[src/rtl/btn_pkg.sv]
// Shared types and default parameters for the button debounce controller.
//   db_state_t  : per-channel debounce FSM state
//   *_DEF       : default parameter values used by db_channel and btn_debounce_ctrl
package btn_pkg;

    typedef enum logic [1:0] {
        ZERO  = 2'd0,
        WAIT1 = 2'd1,
        ONE   = 2'd2,
        WAIT0 = 2'd3
    } db_state_t;

    localparam int unsigned NBTN_DEF    = 4;
    localparam int unsigned N_DEF       = 2;
    localparam int unsigned CONFIRM_DEF = 3;
    localparam int unsigned CNT_W       = 4;

endpackage

[src/rtl/db_channel.sv]
// One debounce channel: 2-flop synchronizer, debounce FSM and confirm counter.
//   clk    : system clock
//   reset  : asynchronous active-high reset
//   raw    : raw bouncing input (asynchronous)
//   strobe : shared sample strobe, FSM only moves in strobe cycles
//   out    : debounced level (1 in ONE/WAIT0)
//   tick   : one-clock pulse in the cycle after a confirmed 0->1 change
module db_channel
    import btn_pkg::*;
#(
    parameter int unsigned CONFIRM = CONFIRM_DEF
) (
    input  logic clk,
    input  logic reset,
    input  logic raw,
    input  logic strobe,
    output logic out,
    output logic tick
);

    localparam logic [CNT_W-1:0] CONF = CNT_W'(CONFIRM);

    logic             sync1_q, sync2_q;
    db_state_t        state_q, state_d;
    logic [CNT_W-1:0] cnt_q, cnt_d, cnt_inc;
    logic             tick_q, tick_d;

    always_ff @(posedge clk or posedge reset) begin
        if (reset) begin
            sync1_q <= 1'b0;
            sync2_q <= 1'b0;
            state_q <= ZERO;
            cnt_q   <= '0;
            tick_q  <= 1'b0;
        end else begin
            sync1_q <= raw;
            sync2_q <= sync1_q;
            state_q <= state_d;
            cnt_q   <= cnt_d;
            tick_q  <= tick_d;
        end
    end

    assign cnt_inc = cnt_q + CNT_W'(1);

    always_comb begin
        state_d = state_q;
        cnt_d   = cnt_q;
        tick_d  = 1'b0;
        if (strobe) begin
            unique case (state_q)
                ZERO: begin
                    if (sync2_q) begin
                        state_d = WAIT1;
                        cnt_d   = CNT_W'(1);
                    end
                end
                WAIT1: begin
                    if (!sync2_q) begin
                        state_d = ZERO;
                        cnt_d   = '0;
                    end else if (cnt_inc == CONF) begin
                        state_d = ONE;
                        cnt_d   = '0;
                        tick_d  = 1'b1;
                    end else begin
                        cnt_d = cnt_inc;
                    end
                end
                ONE: begin
                    if (!sync2_q) begin
                        state_d = WAIT0;
                        cnt_d   = CNT_W'(1);
                    end
                end
                WAIT0: begin
                    if (sync2_q) begin
                        state_d = ONE;
                        cnt_d   = '0;
                    end else if (cnt_inc == CONF) begin
                        // release: no tick
                        state_d = ZERO;
                        cnt_d   = '0;
                    end else begin
                        cnt_d = cnt_inc;
                    end
                end
                default: begin
                    state_d = ZERO;
                    cnt_d   = '0;
                end
            endcase
        end
    end

    assign out  = (state_q == ONE) || (state_q == WAIT0);
    assign tick = tick_q;

endmodule

[src/rtl/btn_debounce_ctrl.sv]
// Multi-channel button debouncer with press-event round-robin arbiter.
//   clk       : system clock
//   reset     : asynchronous active-high reset
//   in        : raw button inputs
//   out       : debounced levels
//   tick      : one-clock pulse per confirmed press
//   evt_valid : a press event is presented
//   evt_id    : channel of the presented event (stable while not accepted)
//   evt_ready : consumer accepts the presented event
//   ovf       : sticky, a press was lost because its channel was still pending
module btn_debounce_ctrl
    import btn_pkg::*;
#(
    parameter int unsigned NBTN    = NBTN_DEF,
    parameter int unsigned N       = N_DEF,
    parameter int unsigned CONFIRM = CONFIRM_DEF
) (
    input  logic                    clk,
    input  logic                    reset,
    input  logic [NBTN-1:0]         in,
    output logic [NBTN-1:0]         out,
    output logic [NBTN-1:0]         tick,
    output logic                    evt_valid,
    output logic [$clog2(NBTN)-1:0] evt_id,
    input  logic                    evt_ready,
    output logic                    ovf
);

    localparam int unsigned IDW = $clog2(NBTN);

    logic [N-1:0]    presc_q;
    logic            strobe;
    logic [NBTN-1:0] pend_q, pend_d, clr;
    logic            lock_q, lock_d;
    logic [IDW-1:0]  grant_q, grant_d;
    logic [IDW-1:0]  rr_q, rr_d;
    logic            ovf_q, ovf_d;
    logic            accept;
    logic            found;
    logic [IDW-1:0]  pick;

    always_ff @(posedge clk or posedge reset) begin
        if (reset) begin
            presc_q <= '0;
        end else begin
            presc_q <= presc_q + N'(1);
        end
    end

    assign strobe = &presc_q;

    for (genvar g = 0; g < NBTN; g++) begin : g_chan
        db_channel #(
            .CONFIRM(CONFIRM)
        ) u_chan (
            .clk   (clk),
            .reset (reset),
            .raw   (in[g]),
            .strobe(strobe),
            .out   (out[g]),
            .tick  (tick[g])
        );
    end

    always_comb begin
        accept = lock_q & evt_ready;
        clr    = '0;
        if (accept) begin
            clr[grant_q] = 1'b1;
        end
        // a new tick wins over the clear of the same channel
        pend_d = (pend_q & ~clr) | tick;
        ovf_d  = ovf_q | (|(tick & pend_q & ~clr));

        // first pending index at or after rr_q, wrapping
        found = 1'b0;
        pick  = '0;
        for (int unsigned k = 0; k < NBTN; k++) begin
            int unsigned j;
            j = (32'(rr_q) + k) % NBTN;
            if (!found && pend_q[IDW'(j)]) begin
                found = 1'b1;
                pick  = IDW'(j);
            end
        end

        lock_d  = lock_q;
        grant_d = grant_q;
        rr_d    = rr_q;
        if (accept) begin
            lock_d = 1'b0;
            rr_d   = (grant_q == IDW'(NBTN - 1)) ? '0 : grant_q + IDW'(1);
        end else if (!lock_q && found) begin
            lock_d  = 1'b1;
            grant_d = pick;
        end
    end

    always_ff @(posedge clk or posedge reset) begin
        if (reset) begin
            pend_q  <= '0;
            lock_q  <= 1'b0;
            grant_q <= '0;
            rr_q    <= '0;
            ovf_q   <= 1'b0;
        end else begin
            pend_q  <= pend_d;
            lock_q  <= lock_d;
            grant_q <= grant_d;
            rr_q    <= rr_d;
            ovf_q   <= ovf_d;
        end
    end

    assign evt_valid = lock_q;
    assign evt_id    = grant_q;
    assign ovf       = ovf_q;

endmodule

[config.mk]
export PLATFORM = sky130hd
export DESIGN_NAME = btn_debounce_ctrl
export DESIGN_NICKNAME = d
export VERILOG_FILES = /design/src/rtl/btn_pkg.sv /design/src/rtl/db_channel.sv /design/src/rtl/btn_debounce_ctrl.sv
export SDC_FILE = /design/constraint.sdc
export NUM_CORES = 1
export LEC_CHECK = 0
export CORE_ASPECT_RATIO = 0.9
export CORE_MARGIN = 10
export CORE_UTILIZATION = 58
export DETAILED_ROUTE_END_ITERATION = 10
export HOLD_SLACK_MARGIN = 0.15
export PLACE_DENSITY = 0.81
export RECOVER_POWER = 100
export SETUP_SLACK_MARGIN = 0.05
export SLEW_MARGIN = 40
export SYNTH_ARGS = -nofsm -noshare
export SYNTH_HDL_FRONTEND = slang
export SYNTH_SLANG_ARGS = --single-unit
[constraint.sdc]
create_clock -name clk -period 2.2 [get_ports clk]
set_clock_uncertainty 0.05 [all_clocks]
set_input_delay 0.33 -clock clk [delete_from_list [all_inputs] [get_ports clk]]
set_output_delay 0.33 -clock clk [all_outputs]
set_load 0.01 [all_outputs]
# --- After elaboration in Yosys (flattened, before gate mapping) ---
# Index checks and enable logic that the tools add are counted.
classes:
  addsub: 9
  n_lt_le_gt_ge: 6
  eq_ne: 33
  mux: 90
  bitwise: 8
  n_reduce_logical: 29
op_table:
  columns: ["operator", "count"]
  rows:
  - ["2-to-1 mux 4 bit", 21]
  - ["case mux 4 bit (4 select lines)", 4]
  - ["2-to-1 mux 2 bit", 29]
  - ["case mux 2 bit (4 select lines)", 4]
  - ["2-to-1 mux 1 bit", 27]
  - ["AND reduction 6 bit", 4]
  - ["equality test 2 bit, second input constant", 9]
  - ["adder 4 x 1 -> 4 bit, second input constant", 4]
  - ["equality test 4 x 2 -> 1 bit, second input constant", 4]
  - ["AND reduction 4 bit", 4]
  - ["less-than comparator 2 x 3 -> 1 bit, second input constant", 5]
  - ["AND 4 bit", 3]
  - ["inequality test 3 x 1 -> 1 bit, second input constant", 4]
  - ["inequality test 3 bit, second input constant", 4]
  - ["binary-select mux 1 bit (select 2 bit)", 4]
  - ["equality test 2 x 1 -> 1 bit, second input constant", 4]
  - ["logical NOT 2 bit", 4]
  - ["inequality test 2 x 1 -> 1 bit, second input constant", 4]
  - ["inequality test 2 bit, second input constant", 4]
  - ["adder 2 x 1 -> 2 bit, second input constant", 3]
  - ["logical AND 1 bit", 5]
  - ["adder 2 bit, second input constant", 2]
  - ["logical NOT 1 bit", 4]
  - ["logical OR 1 bit", 4]
  - ["10 further kinds", 11]
totals:
  ff_bits: 48
  out_inout_bits: 12
  wordCells: 201

# --- Depth between registers and ports, before layout ---
# Gate-level depths: netlist of run 1.
logic_depth:
  depth_word: 15
  mapped_depth: 7
  mapped_depth_nobuf: 6

# --- Hierarchy ---
# A second synthesis of run 1 with hierarchy kept.
unflattened:
  hier_cells: 255
  hier_area_um2: 2552.4
modules_own_cells:
  columns: ["module", "instances", "cells_per_inst", "area_per_inst_um2", "seq_area_each_um2"]
  rows:
  - ["db_channel (g_chan[0].u_chan ...)", 2, 47, 474.2, 225.2]
  - ["db_channel (g_chan[2].u_chan ...)", 2, 48, 467.9, 225.2]
  - ["btn_debounce_ctrl", 1, 65, 668.1, 300.3]

# --- Worst setup path after synthesis of run 1 ---
# Ideal clock, no wire load.
synth_path:
  path_kind: "register to register"
  from: "register g_chan[1].u_chan.cnt_q[0]"
  to: "register (tool-made name)"
  setup_time_ns: 0.125
  arrival_ns: 1.442
  t_required_ns: 2.025
  path_slack_ns: 0.583
  stages_incl_launch_ff: 6
  path_buffers: 0
  cell_sequence: "dfrtp_1 > ha_1 > nor3_1 > a41oi_2 > nor2_1 > mux2_4"
synth_rtl:
  columns: ["element", "line_no", "text"]
  rows:
  - ["start, declared", "db_channel.sv:25", "logic [CNT_W-1:0] cnt_q, cnt_d, cnt_inc;"]
  - ["start signal, assigned", "db_channel.sv:39", "cnt_q <= cnt_d;"]

==> summary.txt, run 1 <==
Floorplanning
  • Die Y: 82.57 microns
  • Die ar.: 0.007391 sq mm
  • Die W: 89.52 microns
  • Initial cell density of the core: 61.09%
  • Ports: 19
  • Core Area: 0.004129 sq mm
  • Row cnt: 22

Timing
  • Post-route clock period utilization: 83.76%
  • Setup violators final: 0
  • Worst-margin pin slew: 1151 ps
  • Max Clk Rate: 542.7 MHz
  • TNS Setup: 0 ps
  • Rel. slew slack: 23.29%
  • Final hold viol count: 0
  • Post-layout minimum cycle time: 1843 ps
  • RSZ-0062 raised after global routing: false
  • Final max-slew violation count: 0

Synth
  • Seq/Total Area, Yosys: 47.62%
  • Syn_nets: 266
  • Synth Warn #: 0
  • Syn Std Cell Area: 0.002522 sq mm
  • Mean post-synth cell area: 10.25 sq um
  • Synth Register Bits: 48
  • Synth unique cells: 41
  • Cells after synthesis: 246

Global routing
  • GRT overflow: 0
  • Gr usage total: 13.29%
  • Largest net degree at the start of global routing: 49
  • Number of global-route vias before repair: 1,703
  • First-pass GRT wire length: 7824 microns
  • Antenna violations before repair: 0

Setup path
  • CP max-delay cell: ha_1
  • Crit Path Category: flop to flop
  • Cell family with most CP delay: adder cells
  • Critical-path maximum fanout: 16
  • R2R Path Start: presc_q[0]$_DFF_PP0_
  • Max incr delay on CP: 400 ps
  • CP Data Required Time: 2340 ps
  • CP Cell Sequence: ha_1 > buf_4 > nand3_1 > nor2_1 > mux2_1
  • Worst Setup Start Kind: flop
  • Crit path buf inv count: 1
  • FF-to-FF setup slack: 360 ps
  • Worst path arrival time: 1980 ps
  • Critical path capture point type: flop
  • Reg2Reg Depth: 5

Job
  • Max Cap Violations: 0

Power
  • Ratio of total power to cell area: 1185 mW/mm^2
  • Net Sw Power: 0.001242 W
  • Clock network power share: 20.0%
  • Combinational fraction of design power: 33.0%
  • Sequential power share: 46.9%
  • Pleak: 1.262 nW
  • Internal power: 0.002060 W
  • VDD IR max: 646.0 uV
  • Sw Ratio: 37.62%

Clock tree
  • H-tree depth: 2
  • # hold bufs at CTS: 0
  • Worst skew pair latency: 300 ps
  • Clock sinks: 48
  • Inserted Clock Buffers: 5
  • Resize count post-CTS: 0
  • Postcts setup bufs: 0
  • Bufs on Longest Clock Path: 2
  • Clock Pin Slew Worst Setup and Hold Paths: 90 ps
  • Root Buffer: clkbuf_8
  • CTS tree: done

Routing
  • WL per Instance: 14.65 microns
  • Routed vias/inst: 5.850
  • Remaining antenna violation count after routing: 0
  • Vias post-DR: 1,790
  • Iter 0 DRT Violations: 79
  • Remaining routing DRC violations: 0
  • WL final: 4484 microns
  • Pre-antenna DRT Iters: 4

Finish
  • Final core utilization: 67.52%
  • Most common cell after layout, fill and taps aside: dfrtp_1
  • Fill cells: 324
  • Most frequent cells in the layout: 48 x dfrtp_1, 21 x nand2_1, 19 x nand3_1, 18 x dlygate4sd3_1, 14 x o21ai_0
  • Layout cells sized above 1: 8.915%
  • Final Net Count: 277
  • Ant diodes: 0
  • Area Growth Syn to Fin: 10.52%

Placed design
  • RePlAce Congestion: 0.8929
  • PortBufs: 18
  • DPL Wire Length: 3303 microns

Outcome
  • Status: completed

Worst hold path
  • Tightest Hold Check Type: flop to flop
  • Worst hold path depth: 0
  • Worst Hold Launch: g_chan[1].u_chan.sync1_q$_DFF_PP0_
  • Hold EP: g_chan[1].u_chan.sync2_q$_DFF_PP0_
state kept, by name, summed over array words and instances, names as in the netlist, named ones only:
signal / flops
g_chan.u_chan.cnt_q: 16
g_chan.u_chan.state_q: 4
g_chan.u_chan.sync1_q: 4
g_chan.u_chan.sync2_q: 4
g_chan.u_chan.tick: 4
pend_q: 4
evt_id: 2
presc_q: 2
rr_q: 2
evt_valid: 1
ovf: 1
cell families after synthesis:
kind of cell | count (synthesis) | share of synthesized area [%]
compound gates | 56 | 14.93
xor+xnor | 4 | 1.389
fa+ha+maj | 13 | 6.449
buf+inv | 30 | 5.804
flops | 48 | 47.62
mux | 15 | 6.548
simple gates | 80 | 17.26
final cells by class:
cell class / instances / area [sq um] / area share [%]
Clock buffer: 6 / 82.58 / 2.962
Clock inverter: 2 / 38.79 / 1.391
Inverter: 12 / 45.04 / 1.616
Multi-Input combinational cell: 168 / 1156 / 41.47
Sequential cell: 48 / 1201 / 43.09
Tap cell: 48 / 60.06 / 2.154
Timing Repair Buffer: 22 / 203.9 / 7.316
cells in the mapped netlist, drive strengths merged:
cell type	number	area, sq um
o21bai	2	15.01
o21ai	14	70.06
nor4b	2	17.52
nor3b	4	30.03
ha	13	162.7
o21a	1	7.510
nand3b	3	22.52
nand2b	2	12.51
nand4	3	18.77
a2bb2oi	1	8.760
a31oi	5	31.28
a21oi	12	60.06
or4	1	11.26
o31ai	5	37.54
and2	2	12.51
buf	10	70.07
nor2	8	30.03
xor2	4	35.03
o22ai	3	18.77
nand4b	2	17.52
a41oi	2	32.53
nand2	21	78.83
nor2b	7	51.30
a21o	4	31.28
inv	12	45.04
mux2i	9	90.09
a21bo	2	20.02
nor3	4	20.02
mux2	6	75.07
a31o	4	35.03
clkbuf	8	31.28
nand3	19	95.09
dfrtp	48	1201
o221ai	1	8.760
and3b	2	17.52
power groups by stage:
stage | clock network, W | logic (W) | registers [W]
after floorplan | 0 | 0.000949 | 0.00146
after global placement | 0 | 0.00113 | 0.00154
after detailed placement | 0 | 0.00117 | 0.00157
after CTS | 0.000682 | 0.00118 | 0.00155
after global routing | 0.000717 | 0.00125 | 0.00161
final | 0.000662 | 0.00109 | 0.00155
how the worst max path moves through the flow:
stage | from | endpoint | slack (ps) | depth (start not counted)
final | presc_q[0]$_DFF_PP0_ | flop | 360 | 5
after global routing | presc_q[0]$_DFF_PP0_ | flop | 240 | 5
after CTS | presc_q[0]$_DFF_PP0_ | flop | 390 | 5
after detailed placement | presc_q[0]$_DFF_PP0_ | flop | 400 | 5
after global placement | presc_q[0]$_DFF_PP0_ | flop | 480 | 5
after floorplan | g_chan[1].u_chan.cnt_q[0]$_DFFE_PP0P_ | flop | 580 | 5
stage by stage:
stage	instance area, sq um	power [W]	hold slack [ps]	setup slack (ps)	cells
after floorplan	2522	0.002406	281.2	582.7	246
after global placement	2704	0.002671	282.0	481.0	298
after detailed placement	2704	0.002743	286.2	404.5	298
after CTS	2825	0.003414	307.1	386.2	306
after global routing	2788	0.003580	318.2	236.8	306
final	2788	0.003302	305.5	357.3	306
per-layer routing:
layer  up-vias  part of all wire, %  track usage (%)
met4         0                 0.51            4.286
met1       872                   47            16.89
met5         -                    0                0
met3         2                  4.9            3.620
met2        27                   47            21.54
li1        889                    -                -
Note: power is estimated with default switching activity, not from simulation.
==> run 2, diff against run 1 <==
==> constraint.sdc (replaced) <==
create_clock -name clk -period 1.85 [get_ports clk]
set_clock_uncertainty 0.05 [all_clocks]
set_input_delay 0.2775 -clock clk [delete_from_list [all_inputs] [get_ports clk]]
set_output_delay 0.2775 -clock clk [all_outputs]
set_load 0.01 [all_outputs]
==> run 2 against run 1 <==
Utilization shrank 0.18 points; routed wire length up 8.2%; count of clock-buffer cells in the layout is 2 higher; worst setup slack lost 260 ps; first-iteration DRC count grew 41%; non-clock buffer count up 1; combinational power increased by 22%; highest routed layer unchanged.
==> summary.txt, run 2 (synthesis results as in run 1) <==
Power
  • Combinational fraction of design power: 34.7% (+1.7 points)
  • Ratio of total power to cell area: 1378 mW/mm^2 (+16%)
  • Sw Ratio: 39.30% (+1.7 points)
  • VDD IR max: 603.7 uV (-6.5%)
  • Net Sw Power: 0.001506 W (+21%)
  • Clock network power share: 16.9% (-3.1 points)
  • Sequential power share: 48.4% (+1.5 points)
  • Internal power: 0.002326 W (+13%)
  • Pleak: 1.267 nW (+0.37%)

Floorplanning
  • Die W: 89.52 microns (unchanged)
  • Core Area: 0.004129 sq mm (unchanged)
  • Row cnt: 22 (unchanged)
  • Ports: 19 (unchanged)
  • Die Y: 82.57 microns (unchanged)
  • Initial cell density of the core: 61.09% (unchanged)
  • Die ar.: 0.007391 sq mm (unchanged)

Finish
  • Most frequent cells in the layout: 48 x dfrtp_1, 21 x nand2_1, 19 x nand3_1, 17 x dlygate4sd3_1, 14 x o21ai_0
  • Most common cell after layout, fill and taps aside: dfrtp_1
  • Final core utilization: 67.33% (-0.18 points)
  • Ant diodes: 0 (unchanged)
  • Layout cells sized above 1: 10.42% (+1.5 points)
  • Fin cells: 307 (+0.33%)
  • Fin area: 0.002780 sq mm (-0.27%)
  • Max reg flops: 16 (unchanged)
  • Final Net Count: 278 (+0.36%)
  • Area Growth Syn to Fin: 10.22%
  • Reg with most FFs: g_chan.u_chan.cnt_q

Clock tree
  • H-tree depth: 2 (unchanged)
  • Root Buffer: clkbuf_8
  • Bufs on Longest Clock Path: 2 (unchanged)
  • Clock Pin Slew Worst Setup and Hold Paths: 90 ps (about the same)
  • CTS tree: done
  • # hold bufs at CTS: 0 (unchanged)
  • Clock sinks: 48 (unchanged)
  • Worst skew pair latency: 300 ps (about the same)
  • Postcts setup bufs: 0 (unchanged)
  • Inserted Clock Buffers: 5 (unchanged)

Worst hold path
  • Hold EP: g_chan[3].u_chan.sync2_q$_DFF_PP0_
  • Worst hold path depth: 0 (unchanged)
  • Worst Hold Launch: g_chan[3].u_chan.sync1_q$_DFF_PP0_
  • Tightest Hold Check Type: flop to flop

Routing
  • Iter 0 DRT Violations: 111 (+41%)
  • Pre-antenna DRT Iters: 5 (+1)
  • WL final: 4853 microns (+8.2%)
  • Routed vias/inst: 5.977 (+2.2%)
  • Vias post-DR: 1,835 (+2.5%)
  • WL per Instance: 15.81 microns (+7.9%)
  • Remaining routing DRC violations: 0 (unchanged)
  • Remaining antenna violation count after routing: 0 (unchanged)

Setup path
  • R2R Path Start: g_chan[3].u_chan.cnt_q[0]$_DFFE_PP0P_
  • CP Data Required Time: 1990 ps (-350 ps)
  • FF-to-FF setup slack: 90 ps (-260 ps)
  • Critical-path maximum fanout: 6 (-10)
  • Worst Setup Start Kind: flop
  • CP max-delay cell: dfrtp_1
  • Reg2Reg Depth: 5 (unchanged)
  • Critical path capture point type: flop
  • Worst path arrival time: 1900 ps (-80 ps)
  • CP Cell Sequence: ha_1 > and2_1 > a21oi_1 > o21bai_2 > mux2_2
  • Max incr delay on CP: 460 ps (+60 ps)
  • Crit Path Category: flop to flop

Placed design
  • DPL Wire Length: 3375 microns (+2.2%)
  • DP Area: 0.002711 sq mm (+0.28%)
  • RePlAce Congestion: 0.8759 (-1.9%)
  • PortBufs: 18 (unchanged)
  • Placed cell count: 299 (+0.34%)

Timing
  • Rel. slew slack: 66.41% (+43 points)
  • Final max-slew violation count: 0 (unchanged)
  • Final hold viol count: 0 (unchanged)
  • Setup violators final: 0 (unchanged)
  • Worst-margin pin slew: 503.3 ps (-647.4 ps)
  • RSZ-0062 raised after global routing: false
  • Post-route clock period utilization: 94.96% (+11 points)
  • TNS Setup: 0 ps (unchanged)
  • Post-layout minimum cycle time: 1757 ps (-85.88 ps)
  • Max Clk Rate: 569.2 MHz (+4.9%)

Global routing
  • GRT overflow: 0 (unchanged)
  • Antenna violations before repair: 0 (unchanged)
  • Largest net degree at the start of global routing: 36 (-27%)
  • First-pass GRT wire length: 8397 microns (+7.3%)
  • Gr usage total: 14.37% (+1.1 points)
  • Number of global-route vias before repair: 1,799 (+5.6%)

Job
  • Max Cap Violations: 0 (unchanged)

Outcome
  • Status: completed
-- run 2: cell types whose count changed in the layout (fill, tap and decap cells not counted), sizes merged --
cell           before  now
inv                11   12
dlygate4sd3        18   17
clkinv              2    0
clkdlybuf4s50       0    1
bufinv              1    0
clkbuf              8   11
-- run 2: final cells by class --
| cell class | instances | area [sq um] |
|---|---|---|
| multi-input combinational | 168 | 1172 |
| fill | 332 | 1349 |
| timing repair buffer | 23 | 211.5 |
| sequential | 48 | 1201 |
| inverter | 12 | 45.04 |
| tap | 48 | 60.06 |
| clock buffer | 8 | 90.09 |
-- run 2: worst max-delay path, delay by kind of cell, from the launching register on --
kind / cells / cell delay [ps]
DFF: 1 / 460
AOI/OAI and AO/OA: 2 / 400
adders and majority gates: 1 / 300
muxes: 1 / 280
and+or+nand+nor: 1 / 160
-- run 2: worst max path at each step --
stage                                                        to  slack (ps)                                  start  depth (start not counted)
after floorplan                                            flop         230  g_chan[1].u_chan.cnt_q[0]$_DFFE_PP0P_                          5
after global placement                                     flop         130  g_chan[3].u_chan.cnt_q[0]$_DFFE_PP0P_                          5
after detailed placement                                   flop         100  g_chan[0].u_chan.cnt_q[0]$_DFFE_PP0P_                          5
after CTS                                                  flop          90  g_chan[3].u_chan.cnt_q[0]$_DFFE_PP0P_                          5
after global routing      g_chan[3].u_chan.cnt_q[1]$_DFFE_PP0P_          40  g_chan[3].u_chan.cnt_q[0]$_DFFE_PP0P_                          5
final                                                      flop          90  g_chan[3].u_chan.cnt_q[0]$_DFFE_PP0P_                          5
-- run 2: layer usage --
metal / GRT usage (%) / vias to the layer above / part of all wire, %
li1: - / 891 / -
met4: 4.921 / 0 / 1.8
met3: 3.523 / 9 / 6.1
met2: 22.70 / 55 / 45
met5: 0 / - / 0
met1: 18.91 / 880 / 47
-- run 2: repair_timing --
action,CTS,global route
setup endpoints to repair,0,5
hold endpoints to repair,0,0
resized for setup,0,9
-- run 2: through the flow --
| step | total power (W) | hold slack, ps | setup slack, ps |
|---|---|---|---|
| 2_1_floorplan | 0.002861 | 258.9 | 232.7 |
| 3_3_place_gp | 0.003177 | 282.6 | 125.2 |
| 3_5_place_dp | 0.003248 | 284.7 | 98.11 |
| 4_1_cts | 0.003921 | 198.1 | 85.09 |
| 5_1_grt | 0.004149 | 322.4 | 38.62 |
| 6_report | 0.003832 | 303.1 | 93.18 |
-- run 2: power by group through the flow --
stage	Sequential (W)	Combinational, W	Clock (W)
floorplan	0.00173	0.00113	0
global placement	0.00183	0.00134	0
detailed placement	0.00186	0.00139	0
CTS	0.00185	0.00141	0.000663
global route	0.00192	0.00152	0.000716
finish	0.00185	0.00133	0.000646
